===== src/rtl/btn_pkg.sv =====
// Shared types and timing constants for push-button conditioning.
// Cycle counts assume the 125 MHz fabric clock.
package btn_pkg;

    typedef enum logic [1:0] {
        IDLE_LOW  = 2'd0,
        WAIT_HIGH = 2'd1,
        IDLE_HIGH = 2'd2,
        WAIT_LOW  = 2'd3
    } btn_state_t;

    localparam int unsigned CYC_10MS_125M = 1250000;
    localparam int unsigned CYC_1S_125M   = 125000000;

    function automatic int unsigned max_u(
        input int unsigned a,
        input int unsigned b
    );
        return (a > b) ? a : b;
    endfunction

endpackage


===== src/rtl/bit_sync.sv =====
// Multi-flop synchronizer for one asynchronous input bit.
// Shared by every async pin entering the fabric clock domain.
module bit_sync #(
    parameter int unsigned STAGES = 2
) (
    input  logic i_clk,
    input  logic i_reset,
    input  logic i_d,
    output logic o_q
);

    if (STAGES < 2) begin : g_bad_stages
        $fatal(1, "bit_sync: STAGES must be >= 2");
    end

    logic [STAGES-1:0] r_chain;

    always_ff @(posedge i_clk) begin
        if (i_reset) begin
            r_chain <= '0;
        end else begin
            r_chain <= {r_chain[STAGES-2:0], i_d};
        end
    end

    assign o_q = r_chain[STAGES-1];

endmodule


===== src/rtl/btn_debounce.sv =====
// Push-button front end: synchronize, debounce, and derive
// press/release pulses, a toggle state and a long-press flag.
module btn_debounce
    import btn_pkg::*;
#(
    parameter int unsigned SYNC_STAGES   = 2,
    parameter int unsigned STABLE_CYCLES = CYC_10MS_125M,
    parameter int unsigned HOLD_CYCLES   = CYC_1S_125M
) (
    input  logic clk125_i,
    input  logic reset,
    input  logic btn_raw_i,
    output logic btn_level_out,
    output logic btn_press_out,
    output logic btn_release_out,
    output logic btn_toggle_out,
    output logic btn_hold_out
);

    localparam int unsigned CNT_W =
        $clog2(max_u(STABLE_CYCLES, HOLD_CYCLES) + 1);

    localparam logic [CNT_W-1:0] CNT_ONE     = CNT_W'(1);
    localparam logic [CNT_W-1:0] STABLE_LAST = CNT_W'(STABLE_CYCLES - 1);
    localparam logic [CNT_W-1:0] HOLD_MAX    = CNT_W'(HOLD_CYCLES);

    if (SYNC_STAGES < 2) begin : g_bad_sync
        $fatal(1, "btn_debounce: SYNC_STAGES must be >= 2");
    end
    if (STABLE_CYCLES < 2) begin : g_bad_stable
        $fatal(1, "btn_debounce: STABLE_CYCLES must be >= 2");
    end
    if (HOLD_CYCLES < 1) begin : g_bad_hold
        $fatal(1, "btn_debounce: HOLD_CYCLES must be >= 1");
    end

    logic             w_sync_q;
    btn_state_t       r_state;
    btn_state_t       w_state_nxt;
    logic [CNT_W-1:0] r_cnt;
    logic [CNT_W-1:0] w_cnt_nxt;
    logic [CNT_W-1:0] r_hold_cnt;
    logic [CNT_W-1:0] w_hold_nxt;
    logic             r_level;
    logic             r_press;
    logic             r_release;
    logic             r_toggle;
    logic             w_level_nxt;
    logic             w_rise;
    logic             w_fall;

    bit_sync #(
        .STAGES (SYNC_STAGES)
    ) u_sync (
        .i_clk   (clk125_i),
        .i_reset (reset),
        .i_d     (btn_raw_i),
        .o_q     (w_sync_q)
    );

    always_comb begin
        w_state_nxt = r_state;
        w_cnt_nxt   = r_cnt;
        unique case (r_state)
            IDLE_LOW: begin
                if (w_sync_q) begin
                    w_state_nxt = WAIT_HIGH;
                    w_cnt_nxt   = CNT_ONE;
                end else begin
                    w_cnt_nxt = '0;
                end
            end
            WAIT_HIGH: begin
                if (!w_sync_q) begin
                    w_state_nxt = IDLE_LOW;
                    w_cnt_nxt   = '0;
                end else if (r_cnt == STABLE_LAST) begin
                    w_state_nxt = IDLE_HIGH;
                    w_cnt_nxt   = '0;
                end else begin
                    w_cnt_nxt = r_cnt + CNT_ONE;
                end
            end
            IDLE_HIGH: begin
                if (!w_sync_q) begin
                    w_state_nxt = WAIT_LOW;
                    w_cnt_nxt   = CNT_ONE;
                end else begin
                    w_cnt_nxt = '0;
                end
            end
            WAIT_LOW: begin
                if (w_sync_q) begin
                    w_state_nxt = IDLE_HIGH;
                    w_cnt_nxt   = '0;
                end else if (r_cnt == STABLE_LAST) begin
                    w_state_nxt = IDLE_LOW;
                    w_cnt_nxt   = '0;
                end else begin
                    w_cnt_nxt = r_cnt + CNT_ONE;
                end
            end
        endcase
    end

    // Level follows the next state so all outputs move on the accept edge.
    always_comb begin
        w_level_nxt = (w_state_nxt == IDLE_HIGH) || (w_state_nxt == WAIT_LOW);
        w_rise      = w_level_nxt && !r_level;
        w_fall      = !w_level_nxt && r_level;
        w_hold_nxt  = r_hold_cnt;
        if (!w_level_nxt) begin
            w_hold_nxt = '0;
        end else if (r_level && (r_hold_cnt != HOLD_MAX)) begin
            w_hold_nxt = r_hold_cnt + CNT_ONE;
        end
    end

    always_ff @(posedge clk125_i) begin
        if (reset) begin
            r_state    <= IDLE_LOW;
            r_cnt      <= '0;
            r_hold_cnt <= '0;
            r_level    <= 1'b0;
            r_press    <= 1'b0;
            r_release  <= 1'b0;
            r_toggle   <= 1'b0;
        end else begin
            r_state    <= w_state_nxt;
            r_cnt      <= w_cnt_nxt;
            r_hold_cnt <= w_hold_nxt;
            r_level    <= w_level_nxt;
            r_press    <= w_rise;
            r_release  <= w_fall;
            r_toggle   <= r_toggle ^ w_rise;
        end
    end

    assign btn_level_out   = r_level;
    assign btn_press_out   = r_press;
    assign btn_release_out = r_release;
    assign btn_toggle_out  = r_toggle;
    assign btn_hold_out    = (r_hold_cnt == HOLD_MAX);

endmodule


===== config.mk =====
export PLATFORM = sky130hd
export DESIGN_NAME = btn_debounce
export DESIGN_NICKNAME = d
export VERILOG_FILES = /design/src/rtl/btn_pkg.sv /design/src/rtl/bit_sync.sv /design/src/rtl/btn_debounce.sv
export SDC_FILE = /design/constraint.sdc
export NUM_CORES = 1
export LEC_CHECK = 0
export CORE_ASPECT_RATIO = 1.5
export CORE_MARGIN = 2
export CORE_UTILIZATION = 46
export DETAILED_ROUTE_END_ITERATION = 6
export GPL_TIMING_DRIVEN = 0
export PLACE_DENSITY = 0.65
export SYNTH_ARGS = -nofsm -noshare
export SYNTH_HDL_FRONTEND = slang
export SYNTH_SLANG_ARGS = --single-unit

===== constraint.sdc =====
create_clock -name clk125_i -period 2.02 [get_ports clk125_i]
set_input_delay 0.202 -clock clk125_i [delete_from_list [all_inputs] [get_ports clk125_i]]
set_output_delay 0.202 -clock clk125_i [all_outputs]
set_load 0.05 [all_outputs]

==> metrics, run 1 <==
ANT nets after route=0; Worst Path Required=around 2300 ps; FF-to-FF path depth=5; CP arrival=about 2200 ps; CTS tree=done; core area=about 0.0058 sq mm; Max VDD drop=0.6648 mV; First-pass DRT Iterations=4; clock slew at reported path FFs=60 ps; GRT overflow=0; Clock Latency Late Sink=about 340 ps; fillers=around 530; mapped cell area=roughly 0.0028 sq mm; largest net degree at the start of global routing=11; worst hold path depth=2; flops & latches, synth=a little over 60; Pwr Total=about 0.0023 W; Hold Path Sink=u_sync.r_chain[0]; routed vias/inst=around 5.3; Synth area leader=dfxtp_1; Critical Setup Path Class=flip-flop to flip-flop; Max Cap Viol=0; async set-reset flop share out of synthesis=0%; critical path's top delay family=simple AND/OR/NAND/NOR gates; Synth top area share=44.36%; PwrDens=709.8 mW/mm^2; Core Rows=34; syn nets=between 300 and 400; Critical Path End Type=flip-flop; vias=~2200; YS warnings=0; final setup fails=0; # clock sinks=just over 60; reg-to-reg slack, setup=slightly below 100 ps; overall routed net length=between 5000 and 6000 um; critical path depth=5; clk buf depth=2; total die area=a little under 0.007 sq mm; final period demand of the worst path=~1900 ps; EDFF count, synth=0; PortBufs=7; DRC=0; Worst path slowest cell=or3_4; Peak Freq=approximately 520 MHz; worst relative slew slack=66.62%; Total GRT Usage=17.83%; die width=just under 70 um; Hold Crit Class=primary input to flip-flop; r2r startpoint=r_cnt[19]; final period utilization=95.25%; crit-path max FO=4; status=finished clean; Starting DRT DRC Count=roughly 110; Syn Inst Count=around 310; routed length per instance=between 10 and 15 um; Setup Skew=6.027 ps; Root Buffer=clkbuf_8; Unique masters post-synth=39; hold buffer count at cts=0; reg-to-reg endpoint=btn_toggle_out; first-pass GRT wire length=9163 um; leakage power=1.078 nW; placer congestion estimate=~0.77; Synth Flop Type=dfxtp_1; average size of a mapped cell=9.113 sq um; CTS Buf Count=9; H-tree Lvls=3; Worst Tran Pin Value=499.1 ps; Area contributors post-synth=dfxtp_1 (44%), xor2_1 (7.8%), nor2_1 (7.5%); diode count=0; initial antenna violation count=0; final hold vios=0; die height=99.52 um; Post-Place Setup Slack=-148.1 ps; Final WS setup=just under 100 ps; Hold Path Origin=btn_raw_i; I/O pin total=8; Area growth syn-to-layout=15.34%; vias in the first global route=about 2100; share of cells above drive strength 1=around 14%; register area=about 0.0012 sq mm; CP cell instances=nor4_2 > nand4_1 > or3_4 > a21o_1 > mux2_4; multi-input logic area=approximately 0.0015 sq mm; RSZ-0062 raised after global routing=no; CP startpoint kind=flip-flop; Crit path largest cell delay=just over 400 ps; fin nets=334; dpl hpwl=about 3800 um; initial core utilization=between 40 and 50%; post-synthesis sequential area ratio=44.36%; Worst Path Buf+Inv=0; Slew Limit Fails=0
==> layout by cell type, fill, tap and decap left out, types with 5 or more instances in the layout <==
cell and count:
xnor2_1 24, nor3_1 9, and4_1 6, xor2_1 25, nand3_1 12, o21ai_0 5
inv_1 9, clkdlybuf4s50_1 6, dfxtp_1 59, and3_1 9, nand2_1 19, clkbuf_8 10
nor2_1 54, nand4_1 15
==> worst max-delay path by stage <==
stage	from	slack [ps]	end
2_1_floorplan	btn_level_out	4	r_hold_cnt[25]
3_3_place_gp	r_hold_cnt[0]	-180	btn_hold_out
3_5_place_dp	r_cnt[19]	-150	r_cnt[15]
4_1_cts	r_cnt[1]	2	btn_toggle_out
5_1_grt	r_cnt[0]	2	r_hold_cnt[11]
6_report	r_cnt[19]	100	btn_toggle_out
==> Yosys cell counts, types with 3 or more instances <==
cell type  number
or3_1           5
nand3_1        12
nor2_1         56
nor2b_1         3
and4_1          6
buf_6           3
xor2_1         25
dfxtp_1        62
a21oi_1         3
xnor2_1        24
buf_2           3
nand4_2         3
o21ai_0         5
nand4_1        15
and3_1          9
nor4_1          4
inv_1           9
nor3_1          9
nand2_1        19
nor4b_1         4
ha_1            3
==> area by class of cell <==
class,instances,share of cell area (%)
multi-input combinational,228,46.88
sequential,62,38.66
clock buffer,11,4.382
timing repair buffer,10,2.792
tap,72,2.792
buffer,8,1.978
clock inverter,4,1.473
inverter,9,1.047
==> where the power goes <==
part	total [W]	switching, W	internal [W]
logic	0.0000108	0.00000427	0.00000651
clock network	0.00105	0.000461	0.000592
registers	0.00123	0.00000195	0.00122
total	0.00229	0.000468	0.00182
==> repair_timing <==
| action | in CTS | in global routing |
|---|---|---|
| setup endpoints to repair | 49 | 33 |
| gates cloned | 0 | 0 |
| pin swaps | 1 | 5 |
| buffers inserted | 1 | 2 |
| endpoints found under the hold margin | 0 | 0 |
| gates resized for setup | 7 | 16 |
==> sequential cells by signal (all words and copies together) (netlist names) <==
| name | cells |
|---|---|
| r_cnt | 27 |
| r_hold_cnt | 27 |
| r_state | 2 |
| u_sync.r_chain | 2 |
| btn_level_out | 1 |
| btn_press_out | 1 |
| btn_release_out | 1 |
| btn_toggle_out | 1 |
==> stage by stage <==
stage	hold WS, ps	instances	TNS (ps)	instance area (sq um)	util, %
after floorplan	273.6	307	0	2798	-
after global placement	420.0	386	-2784	2958	50.75
after detailed placement	430.8	386	-2784	2958	50.75
after CTS	400.0	402	0	3153	54.10
after global routing	425.6	404	0	3227	55.37
final	412.7	404	0	3227	55.37
==> layer usage <==
| layer | GRT usage [%] | wire length [um] | vias up | part of all wire [%] |
|---|---|---|---|---|
| met4 | 9.105 | 140 | 0 | 2.6 |
| met5 | 0 | 0 | - | 0 |
| met1 | 18.77 | 2147 | 1023 | 41 |
| met3 | 4.525 | 158 | 10 | 3.0 |
| li1 | - | - | 1096 | - |
| met2 | 31.52 | 2851 | 31 | 54 |
==> cells by family after synthesis <==
logic type | Yosys count | synth area share, %
AOI/OAI and AO/OA | 14 | 3.086
xor gates and xnor gates | 49 | 15.34
adders and majority gates | 3 | 1.342
buffers and inverters | 17 | 3.264
DFF | 62 | 44.36
muxes | 2 | 0.8943
and+or+nand+nor | 160 | 31.71
No activity file was read; power rests on OpenSTA's default activity.
==> run 2: changes to the inputs <==
- CAP_MARGIN: default -> 20
- CTS_BUF_LIST: default -> sky130_fd_sc_hd__clkbuf_4 sky130_fd_sc_hd__clkbuf_8 sky130_fd_sc_hd__clkbuf_16
==> metrics, run 2 (synthesis gave the netlist of run 1 again) <==
area post-placement=0.002958 sq mm (unchanged); clock slew at reported path FFs=60 ps (about the same); GRT overflow=0 (unchanged); First-pass DRT Iterations=4 (unchanged); PwrDens=713.8 mW/mm^2 (+0.55%); fillers=532 (-0.37%); final period demand of the worst path=1924 ps (-0.0006000 ps); die height=99.52 um (unchanged); Design Area, Final=0.003231 sq mm (+0.12%); GRT busiest layer=met2; routed vias/inst=5.349 (about the same); met1 Use GR=18.77% (unchanged); most common cell after layout, fill and taps aside=dfxtp_1; PortBufs=7 (unchanged); vias in the first global route=2140 (unchanged); Worst Tran Pin Value=499.1 ps (unchanged); Area growth syn-to-layout=15.47%; fin nets=334 (unchanged); dpl hpwl=3813 um (unchanged); diode count=0 (unchanged); Clock Latency Late Sink=340 ps (about the same); Slew Limit Fails=0 (unchanged); Peak Freq=519.8 MHz (unchanged); initial antenna violation count=0 (unchanged); routed length per instance=13.13 um (+0.15%); Post-Place Setup Slack=-148.1 ps (unchanged); most frequent cells in the layout=dfxtp_1 (59), nor2_1 (54), xor2_1 (25); I/O pin total=8 (unchanged); leakage power=1.082 nW (+0.32%); largest net degree at the start of global routing=11 (unchanged); Critical Setup Path Class=flip-flop to flip-flop; worst hold slack=412.1 ps (-0.5710 ps); first-pass GRT wire length=9163 um (unchanged); Worst Path Required=2250 ps (about the same); die width=67.68 um (unchanged); Hold Crit Class=primary input to flip-flop; Starting DRT DRC Count=108 (+1.9%); core area=0.005828 sq mm (unchanged); Total GRT Usage=17.83% (unchanged); Core Rows=34 (unchanged); final setup fails=0 (unchanged); biggest regs=r_cnt (27), r_hold_cnt (27); ANT nets after route=0 (unchanged); status=finished clean; Root Buffer=clkbuf_8; Setup Skew=6.027 ps (-0.0001100 ps); crit-path max FO=4 (unchanged); Worst path slowest cell=or3_4; Max Cap Viol=0 (unchanged); clk buf depth=2 (unchanged); worst relative slew slack=66.62% (unchanged); placer congestion estimate=0.7720 (unchanged); global routing met2 resource utilization=31.52% (unchanged); DRC=0 (unchanged); placed cell count=386 (unchanged); share of cells above drive strength 1=14.76% (+0.30 points); RSZ-0062 raised after global routing=no; Critical Path End Type=flip-flop; initial core utilization=48.00% (unchanged); CP arrival=2150 ps (about the same); vias=2161 (+0.046%); overall routed net length=5306 um (+0.15%); CP cell instances=nor4_2 > nand4_1 > or3_4 > a21o_1 > mux2_4; final period utilization=95.25% (about the same); CP startpoint kind=flip-flop; Crit path largest cell delay=410 ps (about the same); final hold vios=0 (unchanged); H-tree Lvls=3 (unchanged); Max VDD drop=0.6715 mV (+1.0%); # clock sinks=62 (unchanged); CTS Buf Count=9 (unchanged); non-filler cells, final=404 (unchanged); grt met3 use=4.525% (unchanged); Final WS setup=96.05 ps (+0.0006000 ps); total die area=0.006735 sq mm (unchanged); CTS tree=done
## run 2: cell count changes in the layout (fill, tap and decap cells not counted)
cell,before,now
clkbuf_4,0,1
clkbuf_1,2,1
## run 2: final timing paths
kind / end / slack (ps) / startpoint / depth (start not counted)
setup / recovery: btn_toggle_out / 100 / r_cnt[19] / 5
hold / removal: u_sync.r_chain[0] / 410 / btn_raw_i / 2
setup reg to reg: btn_toggle_out / 100 / r_cnt[19] / 5
hold reg to reg: u_sync.r_chain[1] / 440 / u_sync.r_chain[0] / 1
## run 2: what timing repair did
| action | 4_1_cts | 5_1_grt |
|---|---|---|
| gates resized for setup | 7 | 16 |
| endpoints found under the setup margin | 49 | 33 |
| hold buffers | 0 | 0 |
| setup buffers | 1 | 2 |
| pin swaps | 1 | 5 |
## run 2: layer usage
layer / vias up / share of wire, %
li1: 1095 / -
met1: 1025 / 40
met2: 31 / 54
met3: 10 / 3.1
met4: 0 / 2.7
met5: - / 0
## run 2: cell type report
type                       instances  area, sq um  share of cell area (%)
multi-input combinational        228         1513                   46.82
tap                               72        90.09                   2.789
sequential                        62         1247                   38.61
clock buffer                      11        145.1                   4.493
buffer                             8        63.81                   1.975
inverter                           9        33.78                   1.046
timing repair buffer              10        90.09                   2.789
clock inverter                     4        47.55                   1.472
## run 2: power by group
group	switching (W)	internal, W	total, W	leakage (nW)
clock	0.000463	0.000606	0.00107	0.0986
sequential	0.00000195	0.00122	0.00123	0.501
combinational	0.00000427	0.00000651	0.0000108	0.482
total	0.000469	0.00184	0.00231	1.08
## run 2: worst max-delay path, delay by kind of cell (launching register included)
kind / cells / cell delay, ps
DFF: 1 / 360
muxes: 1 / 290
AOI/OAI and AO/OA: 1 / 180
and+or+nand+nor: 3 / 990
## run 2: metrics by stage
| step | setup TNS [ps] | util (%) | total power [W] |
|---|---|---|---|
| after floorplan | 0 | - | 0.001259 |
| after global placement | -2784 | 50.75 | 0.001265 |
| after detailed placement | -2784 | 50.75 | 0.001265 |
| after CTS | 0 | 54.16 | 0.002338 |
| after global routing | 0 | 55.43 | 0.002399 |
| final | 0 | 55.43 | 0.002306 |
==> run 3: changes to the inputs <==
- CTS_CLUSTER_SIZE: default -> 24
- GPL_TIMING_DRIVEN: 0 -> default
- RECOVER_POWER: default -> 50
==> metrics, run 3 (synthesis gave the netlist of run 1 again) <==
Max Cap Viol=0 (unchanged); share of cells above drive strength 1=16.33% (+1.6 points); multi-input logic area=0.001499 sq mm (-0.91%); Setup Skew=5.052 ps (-0.9748 ps); Final Util=56.53% (+1.1 points); die width=67.68 um (unchanged); most frequent cells in the layout=dfxtp_1 (61), nor2_1 (55), xor2_1 (25); placer congestion estimate=0.7721 (about the same); largest net degree at the start of global routing=31 (+20); Post-Place Setup Slack=-2.685 ps (+145.4 ps); Clock power frac=45.8% (-0.6 points); final hold vios=0 (unchanged); diode count=0 (unchanged); final period demand of the worst path=1918 ps (-5.688 ps); initial core utilization=48.00% (unchanged); hold buffer count at cts=0 (unchanged); CP arrival=1720 ps (-430 ps); Critical Setup Path Class=flip-flop to output port; worst hold slack=426.7 ps (+14.55 ps); clk buf depth=2 (unchanged); leakage power=1.161 nW (+7.3%); Critical Path End Type=output port; GRT overflow=0 (unchanged); ANT nets after route=0 (unchanged); CTS tree=done; Total GRT Usage=18.48% (+0.65 points); Seq pwr share=53.8% (+0.6 points); routed vias/inst=5.236 (-2.1%); die height=99.52 um (unchanged); status=finished clean; CTS Buf Count=9 (unchanged); Hold Crit Class=primary input to flip-flop; initial antenna violation count=0 (unchanged); Max VDD drop=0.5420 mV (-19%); PwrDens=692.8 mW/mm^2 (-2.9%); fillers=520 (-2.3%); Worst Path Required=1820 ps (-430 ps); First-pass DRT Iterations=4 (unchanged); Starting DRT DRC Count=73 (-32%); Worst Tran Pin Value=513.9 ps (+14.85 ps); RSZ-0062 raised after global routing=no; Core Rows=34 (unchanged); final period utilization=94.96% (-0.28 points); routed length per instance=12.89 um (-1.9%); Clock Latency Late Sink=340 ps (about the same); clock slew at reported path FFs=60 ps (about the same); overall routed net length=5349 um (+0.81%); H-tree Lvls=3 (unchanged); final setup fails=0 (unchanged); register area=0.001242 sq mm (-0.40%); I/O pin total=8 (unchanged); Peak Freq=521.3 MHz (+0.30%); total die area=0.006735 sq mm (unchanged); switch share=19.65% (-0.71 points); P_sw=0.0004485 W (-4.5%); dpl hpwl=3802 um (-0.28%); core area=0.005828 sq mm (unchanged); non-filler cells, final=415 (+2.7%); vias in the first global route=2173 (+1.5%); CP startpoint kind=flip-flop; PortBufs=7 (unchanged); Area growth syn-to-layout=17.75%; Comb pwr share=0.5% (about the same); biggest regs=r_cnt (27), r_hold_cnt (27); Final WS setup=101.7 ps (+5.688 ps); first-pass GRT wire length=9266 um (+1.1%); fin nets=344 (+3.0%); Slew Limit Fails=0 (unchanged); worst relative slew slack=65.62% (-1.0 points); placed cell count=399 (+3.4%); DRC=0 (unchanged); Root Buffer=clkbuf_8; Int Pwr=0.001834 W (-0.14%); crit-path max FO=8 (+4); most common cell after layout, fill and taps aside=dfxtp_1; # clock sinks=62 (unchanged); vias=2173 (+0.56%)
## run 3: cell count changes in the layout (fill, tap and decap cells not counted), sizes merged
cell / before / now
clkbuf: 12 / 19
bufinv: 1 / 0
dlygate4sd3: 0 / 5
clkinvlp: 1 / 0
clkinv: 2 / 0
buf: 11 / 19
clkdlybuf4s50: 6 / 1
## run 3: what timing repair did
action / in CTS / in global routing
gates resized for setup: 4 / 4
pin swaps: 0 / 1
setup endpoints to repair: 9 / 30
buffers inserted: 0 / 0
## run 3: path summary, 6_finish.rpt
| kind | end | slack, ps | start | cells past startpoint |
|---|---|---|---|---|
| max | btn_level_out | 100 | btn_level_out | 2 |
| min reg2reg | u_sync.r_chain[1] | 450 | u_sync.r_chain[0] | 1 |
| min | u_sync.r_chain[0] | 430 | btn_raw_i | 2 |
| max reg2reg | btn_toggle_out | 120 | r_cnt[1] | 6 |
## run 3: critical path, cell delays in order, from the launching register on
cell and delay (ps):
dfxtp_1 340, buf_4 160, dlygate4sd3_1 880
## run 3: metal layers
| metal | track usage, % | vias up | routed length, um |
|---|---|---|---|
| met3 | 5.317 | 20 | 160 |
| met5 | 0 | - | 0 |
| met4 | 12.72 | 0 | 251 |
| met1 | 18.72 | 1022 | 2148 |
| li1 | - | 1108 | - |
| met2 | 31.45 | 23 | 2788 |
## run 3: power groups by stage
| stage | logic, W | clock network [W] | registers (W) |
|---|---|---|---|
| floorplan | 0.00000463 | 0 | 0.00125 |
| global placement | 0.0000106 | 0 | 0.00125 |
| detailed placement | 0.0000108 | 0 | 0.00125 |
| CTS | 0.0000110 | 0.00108 | 0.00123 |
| global route | 0.0000115 | 0.00113 | 0.00123 |
| finish | 0.0000106 | 0.00104 | 0.00123 |
## run 3: area by class of cell
cell class              count  share of cell area [%]
multi-input cells         228                   45.50
flip-flops and latches     62                   37.71
repair buffers             28                   7.102
clock buffers              16                   5.925
well taps                  72                   2.735
inverters                   9                   1.025
## run 3: stage by stage
stage | power (W) | cell area (sq um) | TNS [ps]
floorplan | 0.001259 | 2798 | 0
finish | 0.002282 | 3294 | 0
CTS | 0.002319 | 3284 | 0
global placement | 0.001265 | 3068 | 0
global route | 0.002366 | 3294 | 0
detailed placement | 0.001265 | 3068 | -2.685
